File: src/rtl/jk_bank_arbiter.sv
// jk_bank_arbiter: round-robin arbiter and command sequencer for a shared W-bit JK bank.
// Up to N requesters use a four-phase req/gnt handshake. The granted requester's J/K
// command is latched, applied once in StApply, and acknowledged with a one-cycle done pulse.
// This block is the only writer of the bank state.
// Build option: define JK_BANK_ARB_FIXED_PRIO_EN for fixed priority, where the lowest index
// always wins. The default build is round-robin.
module jk_bank_arbiter #(
  parameter int unsigned N = 4,
  parameter int unsigned W = 8
) (
  input  logic           clk_i,
  input  logic           rst_ni,
  input  logic [N-1:0]   req_i,
  input  logic [N*W-1:0] j_i,
  input  logic [N*W-1:0] k_i,
  output logic [N-1:0]   gnt_o,
  output logic [N-1:0]   done_o,
  output logic [W-1:0]   q_o,
  output logic           busy_o
);

  localparam int unsigned PtrW = (N > 1) ? $clog2(N) : 1;

  typedef enum logic [1:0] {StIdle, StApply, StWaitRel} state_e;

  state_e          state_q, state_d;
  logic [N-1:0]    gnt_q, gnt_d;
  logic [N-1:0]    done_q, done_d;
  logic [W-1:0]    q_q, q_d;
  logic [W-1:0]    j_q, j_d;
  logic [W-1:0]    k_q, k_d;
  logic [PtrW-1:0] win_q, win_d;

  logic [PtrW-1:0] base_ptr;
  logic [PtrW-1:0] win_idx;
  logic            found;
  logic            release_w;

  // The granted requester has dropped req while its command is complete.
  assign release_w = (state_q == StWaitRel) && !req_i[win_q];

`ifdef JK_BANK_ARB_FIXED_PRIO_EN
  // The search always starts at requester 0.
  assign base_ptr = '0;
`else
  logic [PtrW-1:0] ptr_q, ptr_d;

  // On release, the pointer moves to one past the released requester.
  always_comb begin
    ptr_d = ptr_q;
    if (release_w) begin
      ptr_d = (32'(win_q) == N - 1) ? '0 : win_q + 1'b1;
    end
  end

  // Round-robin priority pointer register.
  always_ff @(posedge clk_i or negedge rst_ni) begin
    if (!rst_ni) begin
      ptr_q <= '0;
    end else begin
      ptr_q <= ptr_d;
    end
  end

  assign base_ptr = ptr_q;
`endif

  // Find the first pending request, searching upward from base_ptr and wrapping mod N.
  always_comb begin
    found   = 1'b0;
    win_idx = '0;
    for (int unsigned off = 0; off < N; off++) begin
      logic [PtrW-1:0] cand;
      cand = PtrW'((32'(base_ptr) + off) % N);
      if (!found && req_i[cand]) begin
        found   = 1'b1;
        win_idx = cand;
      end
    end
  end

  // Next-state and datapath logic for the grant/apply/release sequence.
  always_comb begin
    state_d = state_q;
    gnt_d   = gnt_q;
    done_d  = '0;
    q_d     = q_q;
    j_d     = j_q;
    k_d     = k_q;
    win_d   = win_q;
    unique case (state_q)
      StIdle: begin
        if (found) begin
          gnt_d          = '0;
          gnt_d[win_idx] = 1'b1;
          win_d          = win_idx;
          // Latch the command now; later changes on j_i/k_i are ignored.
          j_d            = j_i[32'(win_idx)*W +: W];
          k_d            = k_i[32'(win_idx)*W +: W];
          state_d        = StApply;
        end
      end
      StApply: begin
        // Standard JK update: hold, clear, set, toggle
        q_d           = (j_q & ~q_q) | (~k_q & q_q);
        done_d[win_q] = 1'b1;
        state_d       = StWaitRel;
      end
      StWaitRel: begin
        if (release_w) begin
          gnt_d   = '0;
          state_d = StIdle;
        end
      end
      default: begin
        gnt_d   = '0;
        state_d = StIdle;
      end
    endcase
  end

  // State and output registers. Reset discards any latched command.
  always_ff @(posedge clk_i or negedge rst_ni) begin
    if (!rst_ni) begin
      state_q <= StIdle;
      gnt_q   <= '0;
      done_q  <= '0;
      q_q     <= '0;
      j_q     <= '0;
      k_q     <= '0;
      win_q   <= '0;
    end else begin
      state_q <= state_d;
      gnt_q   <= gnt_d;
      done_q  <= done_d;
      q_q     <= q_d;
      j_q     <= j_d;
      k_q     <= k_d;
      win_q   <= win_d;
    end
  end

  assign gnt_o  = gnt_q;
  assign done_o = done_q;
  assign q_o    = q_q;
  assign busy_o = (state_q != StIdle);

endmodule
File: config.mk
export PLATFORM = sky130hd
export DESIGN_NAME = jk_bank_arbiter
export DESIGN_NICKNAME = d
export VERILOG_FILES = /design/src/rtl/jk_bank_arbiter.sv
export SDC_FILE = /design/constraint.sdc
export NUM_CORES = 1
export LEC_CHECK = 0
export ABC_CLOCK_PERIOD_IN_PS = 3070
export CAP_MARGIN = 20
export CORE_MARGIN = 2
export CORE_UTILIZATION = 47
export DETAILED_ROUTE_END_ITERATION = 10
export PLACE_DENSITY = 0.92
export SYNTH_ARGS = -nofsm -noshare
export SYNTH_HDL_FRONTEND = slang
export SYNTH_SLANG_ARGS = --single-unit
File: constraint.sdc
create_clock -name clk_i -period 3.07 [get_ports clk_i]
set_input_delay 0.614 -clock clk_i [delete_from_list [all_inputs] [get_ports clk_i]]
set_output_delay 0.614 -clock clk_i [all_outputs]
set_load 0.03 [all_outputs]
Word-level counts from Yosys, hierarchy flattened
Index checks and enable logic that the tools add are counted.
- bits in registers: 38
- bits in latches: 0
- bits in writable memories: 0
- ROM bits: 0
- input bits: 70
- output and inout bits: 17
- logic and storage cells: 78
- memories kept: 0
- $add $sub $neg: 4
- multipliers: 0
- divide/modulo/power cells: 0
- magnitude comparators: 8
- equality and inequality tests: 5
- shift operators: 2
- multiplexer cells: 30
- bitwise logic cells: 6
- reductions and logical operators: 15
- operators by type and width (kind ; number):
    32-bit by 6-bit indexed part select with 8-bit output ; 2
    2-bit by 3-bit less-than comparator with 1-bit output, second input constant ; 6
    8-bit AND ; 2
    8-bit inverter ; 2
    2-bit 2-to-1 mux ; 7
    4-bit 2-to-1 mux ; 3
    4-bit case mux with 3 select lines ; 1
    1-bit 2-to-1 mux ; 11
    1-bit binary-select mux with 2-bit select ; 5
    8-bit bitwise OR ; 1
    1-bit logical AND ; 6
    2-bit case mux with 3 select lines ; 1
    2-bit by 1-bit adder with 2-bit output, second input constant ; 2
    2-bit adder, second input constant ; 2
    1-bit demux with 2-bit select ; 2
    2-bit equality test, second input constant ; 2
    2-bit by 1-bit >= comparator with 1-bit output, second input constant ; 2
    1-bit zero test ; 4
    2-bit != test, second input constant ; 2
    2-bit AND reduction ; 2
    3-bit AND reduction ; 1
    2-bit by 1-bit equality test with 1-bit output, second input constant ; 1
    2-bit zero test ; 1
    2-bit nonzero test ; 1
    1-bit inverter ; 1

Longest topological paths before layout
Gate-level depths: netlist of the first run.
- depth in word-level cells: 18
- mapped depth: 8

Worst setup path after synthesis of the first run
No wires, ideal clock.
- path type: in2reg
- start: input req_i[3]
- end: register ptr_q[0], in the netlist base_ptr[0]
- setup time: 0.128 ns
- data arrival time: 1.793 ns
- data required time: 2.942 ns
- setup slack: 1.150 ns
- stages: 4
- cell sequence: buf_2 -> mux4_2 -> nor3b_2 -> mux2_1
- cells in the longest elaborated chain, start to end: 4
- ends and longest elaborated chain (element ; RTL line ; source):
    from (decl) ; 13 ; input logic [N-1:0] req_i,
    1-bit binary-select mux with 2-bit select ; 40 ; assign release_w = (state_q == StWaitRel) && !req_i[win_q];
    1-bit 2-to-1 mux (not written as such) ; 40 ;
    1-bit zero test ; 40 ;
    1-bit logical AND ; 40 ;
    to (signal assigned) ; 61 ; ptr_q <= ptr_d;
    to (decl) ; 46 ; logic [PtrW-1:0] ptr_q, ptr_d;
No other way between the ends. The select of a mux whose other input is x is not followed.
A chain may end at the register's enable or synchronous reset.

Worst setup path in the final report of the first run
- start: input req_i[2]
- end: register j_q[0]
- cells in the longest elaborated chain, start to end: 13
- elaborated cells on any way between the ends: 24
- classes of those cells: shift: 1; mux: 16; reduce/logical: 7
- ends and longest elaborated chain (element ; RTL line ; source):
    1-bit binary-select mux with 2-bit select ; 75 ; if (!found && req_i[cand]) begin
    1-bit 2-to-1 mux (not written as such) ; 75 ;
    1-bit 2-to-1 mux ; 75 ;
    1-bit zero test ; 75 ;
    1-bit logical AND ; 75 ;
    1-bit 2-to-1 mux ; 75 ;
    1-bit zero test ; 75 ;
    1-bit logical AND ; 75 ;
    1-bit 2-to-1 mux ; 75 ;
    1-bit zero test ; 75 ;
    1-bit logical AND ; 75 ;
    2-bit 2-to-1 mux or 1-bit 2-to-1 mux (tied branches) ; 75 ;
    32-bit by 6-bit indexed part select with 8-bit output or 2-bit AND reduction (tied branches) ; -- ;
    to (signal assigned) ; 137 ; j_q <= j_d;
    to (decl) ; 30 ; logic [W-1:0] j_q, j_d;
Several ways; a longest one is shown, not always the timed one. The select of a mux whose other input is x is not followed.

==> metrics.txt, run 1 <==
category of the worst setup path capture point=flop; number of placed instances, taps included=342; mean cell area of the mapped netlist=10.2 um2; required time at the endpoint of the critical path=3.25 ns; max-cap viol count=0; core outline area=0.00441 mm2; post-CTS setup buffer count=0; Max rail drop VDD=435 uV; number of remaining DRC errors=0; footprint of the flip-flops and latches=951 um2; count of final setup violators=0; total clock buffers created by CTS=5; leading area contributor after synthesis=sky130_fd_sc_hd__dfrtp_1; worst-path maximum fanout=14; synthesized-area fraction occupied by xor and xnor cells=0%; Via Count=2060; count of yosys warnings during synthesis=0; total of buffers placed on input and output ports=86; simple-gate portion of the synthesized area=11.5%; CP startpoint kind=input pin; count of standard-cell rows=24; total track usage=24.3%; Slew @ Worst Pin=0.834 ns; synthesized area=0.00218 mm2; most common cell in the netlist=sky130_fd_sc_hd__dfrtp_1; post-route fraction of the period consumed by the critical path=77.9%; number of endpoints with negative hold slack in the final report=0; Final Routed Wirelength=5860 um; headroom to the max-slew limit=44.4%; Worst path top cell family by delay=compound AO/OA/AOI/OAI gates; Slowest Stage Delay on Critical Path=0.59 ns; fraction of layout instances using a drive strength above 1=10.7%; CTS hold repair buffers=0; number of filler instances in the final layout=327; most frequent cells after synthesis=sky130_fd_sc_hd__dfrtp_1 (38), sky130_fd_sc_hd__o21ai_0 (22), sky130_fd_sc_hd__nor2_1 (17), sky130_fd_sc_hd__mux2i_1 (16), sky130_fd_sc_hd__o22ai_1 (15); number of top-level design ports=87; Total Negative Setup Slacks=0 ns; number of nets in the synthesized netlist=287; total power density per cell area=969 mW/mm2; synthesized-area fraction occupied by ao, oa, aoi and oai cells=28.6%; total congestion overflow after global routing=0; clock sink count=38; number of global-route vias before repair=2056; growth of design area from synthesis to finish=46.5%; 1st-iter DRT viols=218; multiplexer fraction of the synthesized cell area=8.90%; starting utilization of the core area=49.3%; register bit total from synthesis=38; Top FF cell, synth=sky130_fd_sc_hd__dfrtp_1; final weighted congestion in routability-driven placement=0.949; first-pass iteration count of the detailed router=4; count of buffer and inverter cells on the critical path=1; type of the worst min-delay path=input pin to async pin; proportion of netlist area held by the largest area contributor=43.7%; EDFF count, synth=0; via-per-instance ratio=5.89; unrepaired setup endpoints after global routing=false; Setup Skew=0.00854 ns; H-tree depth=2; initial antenna violation count=0; wire length of the first global-routing pass=9740 um; floorplan die height=72.1 um; max-slew violations=0; result of the run=finished clean; number of unique standard cell types used by synthesis=40; f_max=418 MHz; source-to-sink clock delay at the later pin of the worst-skew pair=0.30 ns; largest cells by area after synthesis=sky130_fd_sc_hd__dfrtp_1 (44%), sky130_fd_sc_hd__mux2i_1 (7.4%), sky130_fd_sc_hd__a221oi_2 (6.2%), sky130_fd_sc_hd__o21ai_0 (5.1%), sky130_fd_sc_hd__o22ai_1 (4.3%); largest family of logic cells by synthesized area=compound AO/OA/AOI/OAI gates; clock tree from TritonCTS=yes; Setup CP Type=input pin to flop; cell breakdown of the critical path=clkdlybuf4s50_1, and2b_2, nor3_1, a211o_1, a221oi_1, o22ai_1; die footprint=0.00520 mm2; Static Leakage=1.31 nW; crit path max-delay cell type=sky130_fd_sc_hd__clkdlybuf4s50_1; Root Driver=sky130_fd_sc_hd__clkbuf_8; number of diodes=0; maximum number of pins on one net before global-route repair=39; CTS clock-pin slew for the worst setup and hold paths=0.08 ns; total of cells resized after clock tree synthesis=0; maximum clock insertion buffer count=2; number of nets in the final layout=371; synthesized instance count=213; residual antenna-violating net count after detailed routing=0; Layout Cells excl Fill=350; post-synthesis sequential area ratio=43.7%; arithmetic-cell share of the synthesized area counting full adders, half adders and majority gates=2.30%; data arrival time of the critical path=2.57 ns; time the worst path needs with I/O delays and setup=2.39 ns; sum of net half-perimeters after detailed placement=4280 um; proportion of register bits with asynchronous set or reset after synthesis=100%; width of the chip=72.1 um; drt wl/cell=16.7 um; area taken by multi-input logic gates=0.00112 mm2
==> cell type report <==
class                           count  area share, %
Timing Repair Buffer               91           28.0
Clock buffer                        6           2.59
Tap cell                           52           2.04
Sequential cell                    38           29.8
Clock inverter                      2           1.88
Inverter                            4          0.471
Multi-Input combinational cell    157           35.2
==> cells by family (layout without fill, tap and decap cells) <==
| family | Yosys count | count (layout) |
|---|---|---|
| AO/OA/AOI/OAI | 86 | 86 |
| AND/OR/NAND/NOR | 49 | 49 |
| flip-flops | 38 | 38 |
| multiplexers | 18 | 18 |
| buffers and inverters | 18 | 103 |
| adder cells (fa/ha/maj) | 4 | 4 |
==> path summary, 6_finish.rpt <==
check,slack (ns),from,cells after the start,endpoint
hold reg to reg,0.48,k_q[1],1,q_o[1]
min in group clk_i,0.48,k_q[1],1,q_o[1]
setup / recovery,0.68,req_i[2],6,j_q[0]
max in group asynchronous,2.13,rst_ni,1,j_q[1]
hold / removal,0.41,rst_ni,1,q_o[0]
setup reg to reg,1.10,base_ptr[0],5,j_q[0]
==> state kept, by name, indices dropped and copies added, names as in the netlist <==
signal / flops
j_q: 8
k_q: 8
q_o: 8
done_o: 4
gnt_o: 4
base_ptr: 2
state_q: 2
win_q: 2
==> cell usage in the layout (no fill, tap or decap), drive strengths merged, types with 6 or more instances in the layout <==
master,Yosys,layout
o22ai,15,15
a221oi,13,13
nand2,6,6
dfrtp,38,38
clkdlybuf4s50,0,85
nor2,18,18
clkbuf,4,6
o21ai,26,26
a31oi,8,8
buf,10,6
mux2i,16,16
a21oi,9,9
==> per-stage QoR <==
step           instance area (um2)  worst slack, ns  hold WS (ns)  util [%]  power (mW)
2_1_floorplan                 2180             1.15         0.318         -        2.05
3_5_place_dp                  3050            0.364         0.469      69.0        2.55
3_3_place_gp                  3050            0.451         0.457      69.0        2.48
4_1_cts                       3190            0.686         0.436      72.3        3.09
6_report                      3190            0.678         0.414      72.3        3.09
5_1_grt                       3190            0.524         0.495      72.3        3.30
==> where the power goes <==
group | switching (mW) | total (mW) | internal, mW
registers | 0.195 | 0.932 | 0.737
logic | 0.917 | 1.63 | 0.710
clock network | 0.185 | 0.532 | 0.347
==> routing by layer <==
layer | vias up | GRT usage, % | share of wire, %
met3 | 13 | 4.58 | 5.9
met1 | 974 | 30.3 | 39
met5 | - | 0 | 0
li1 | 979 | - | -
met2 | 94 | 40.5 | 53
met4 | 0 | 11.7 | 2.4
Note: power is estimated with default switching activity, not from simulation.
==> run 2: changes to the inputs <==
ABC_CLOCK_PERIOD_IN_PS = 2420   (was 3070)
CORE_UTILIZATION = 43   (was 47)
PLACE_DENSITY = 0.86   (was 0.92)
clock period = 2.42 ns   (was 3.07 ns; I/O delays follow)
==> run 2 against run 1 <==
Against the previous run: first-iteration DRC count fell by 27%; utilization shrank 5.2 points; sequential power up 28%; design area increased by 1.3%; routed wire length is 0.85% higher; flip-flop and latch count unchanged; highest routed layer unchanged.
==> metrics.txt, run 2 (synthesized netlist as in run 1, its figures left out) <==
number of endpoints with negative hold slack in the final report=0 (unchanged); die footprint=0.00565 mm2 (+8.8%); headroom to the max-slew limit=45.5% (+1.1 points); clock tree from TritonCTS=yes; Slowest Stage Delay on Critical Path=0.62 ns (+0.03 ns); residual antenna-violating net count after detailed routing=0 (unchanged); Worst path top cell family by delay=buffers and inverters; fraction of layout instances using a drive strength above 1=12.7% (+2.0 points); 1st-iter DRT viols=160 (-27%); count of standard-cell rows=25 (+4.2%); number of nets in the final layout=379 (+2.2%); CP startpoint kind=flop; width of the chip=75.2 um (+4.3%); initial antenna violation count=0 (unchanged); drt wl/cell=15.8 um (-5.4%); count of buffer and inverter cells on the critical path=1 (unchanged); data arrival time of the critical path=1.61 ns (-0.96 ns); unrepaired setup endpoints after global routing=false; max-slew violations=0 (unchanged); Slew @ Worst Pin=0.817 ns (-0.0171 ns); total track usage=23.3% (-0.95 points); total of cells resized after clock tree synthesis=0 (unchanged); total of buffers placed on input and output ports=86 (unchanged); crit path max-delay cell type=sky130_fd_sc_hd__clkdlybuf4s50_1; Max rail drop VDD=628 uV (+44%); number of remaining DRC errors=0 (unchanged); maximum clock insertion buffer count=2 (unchanged); core outline area=0.00482 mm2 (+9.1%); Static Leakage=1.33 nW (+1.5%); sum of net half-perimeters after detailed placement=4540 um (+5.9%); Via Count=2070 (+0.49%); total power density per cell area=1170 mW/mm2 (+21%); max-cap viol count=0 (unchanged); required time at the endpoint of the critical path=1.94 ns (-1.31 ns); worst-path maximum fanout=5 (-9); top library cells by usage in the layout, fill and taps aside=sky130_fd_sc_hd__clkdlybuf4s50_1 (85), sky130_fd_sc_hd__dfrtp_1 (38), sky130_fd_sc_hd__o21ai_0 (22); most common cell after layout, fill and taps aside=sky130_fd_sc_hd__clkdlybuf4s50_1; Total Negative Setup Slacks=0 ns (unchanged); clock sink count=38 (unchanged); f_max=478 MHz; register-to-register setup slack=0.65 ns (-0.45 ns); via-per-instance ratio=5.55 (-5.7%); floorplan die height=75.2 um (+4.3%); Setup CP Type=flop to output pin; growth of design area from synthesis to finish=48.3%; total congestion overflow after global routing=0 (unchanged); result of the run=finished clean; count of final setup violators=0 (unchanged); CTS clock-pin slew for the worst setup and hold paths=0.07 ns (about the same); first-pass iteration count of the detailed router=4 (unchanged); maximum number of pins on one net before global-route repair=39 (unchanged); type of the worst min-delay path=input pin to async pin; Final Routed Wirelength=5910 um (+0.85%); wire length of the first global-routing pass=9720 um (-0.21%); CTS hold repair buffers=0 (unchanged); final weighted congestion in routability-driven placement=0.858 (-9.6%); category of the worst setup path capture point=output pin; Root Driver=sky130_fd_sc_hd__clkbuf_8; number of global-route vias before repair=2093 (+1.8%); number of diodes=0 (unchanged); post-route fraction of the period consumed by the critical path=86.4%; number of top-level design ports=87 (unchanged); post-CTS setup buffer count=0 (unchanged); time the worst path needs with I/O delays and setup=2.09 ns; starting utilization of the core area=45.2% (-4.1 points); total clock buffers created by CTS=5 (unchanged); Setup Skew=0.00636 ns (-0.00218 ns); cell breakdown of the critical path=or2_1, clkdlybuf4s50_1; Design Area, Final=0.00323 mm2 (+1.3%); H-tree depth=2 (unchanged); Cell Area, Placed=0.00314 mm2 (+3.0%); source-to-sink clock delay at the later pin of the worst-skew pair=0.30 ns (about the same)
## run 2: changes by cell type in the layout (fill, tap and decap cells not counted), sizes merged
cell    change
clkinv      +1
buf         +8
clkbuf      +1
bufinv      -2
## run 2: path summary, 6_finish.rpt
kind,startpoint,endpoint,depth (start not counted)
max in group asynchronous,rst_ni,j_q[3],1
worst max register to register,base_ptr[0],k_q[0],6
worst min-delay path,rst_ni,done_o[0],1
worst max-delay path,state_q[1],busy_o,2
min in group clk_i,k_q[7],q_o[7],1
worst min register to register,k_q[7],q_o[7],1
## run 2: final cells by class
type / instances / area [um2]
repair buffers: 99 / 966
fillers: 400 / 1590
well taps: 67 / 83.8
inverters: 4 / 15.0
clock inverters: 1 / 5.00
flip-flops and latches: 38 / 951
multi-input cells: 157 / 1120
clock buffers: 7 / 86.3
## run 2: routing by layer
layer / track usage [%] / vias up / part of all wire (%)
met5: 0 / - / 0
met4: 7.80 / 0 / 1.3
met3: 6.69 / 6 / 5.6
met2: 40.3 / 72 / 53
met1: 28.0 / 991 / 40
li1: - / 1001 / -
## run 2: report_power, final
group          switching (mW)  internal [mW]  leakage (nW)
sequential              0.258          0.935         0.445
combinational            1.16          0.980         0.839
clock                   0.224          0.230        0.0482
## run 2: through the flow
stage	hold WS (ns)	power, mW	worst slack (ns)	util (%)	std cells
after detailed placement	0.468	3.34	0.0487	65.2	365
after global placement	0.462	3.27	0.0943	65.2	365
after global routing	0.341	4.08	0.149	67.1	373
after floorplan	0.188	2.60	0.630	-	213
after CTS	0.299	3.80	0.324	67.1	373
final	0.280	3.79	0.329	67.1	373
==> run 3: changes to the inputs <==
CTS_CLUSTER_SIZE = 25   (was default)
==> results of run 3 <==
No change in the layout: final DEF, timing and power equal those of run 2.
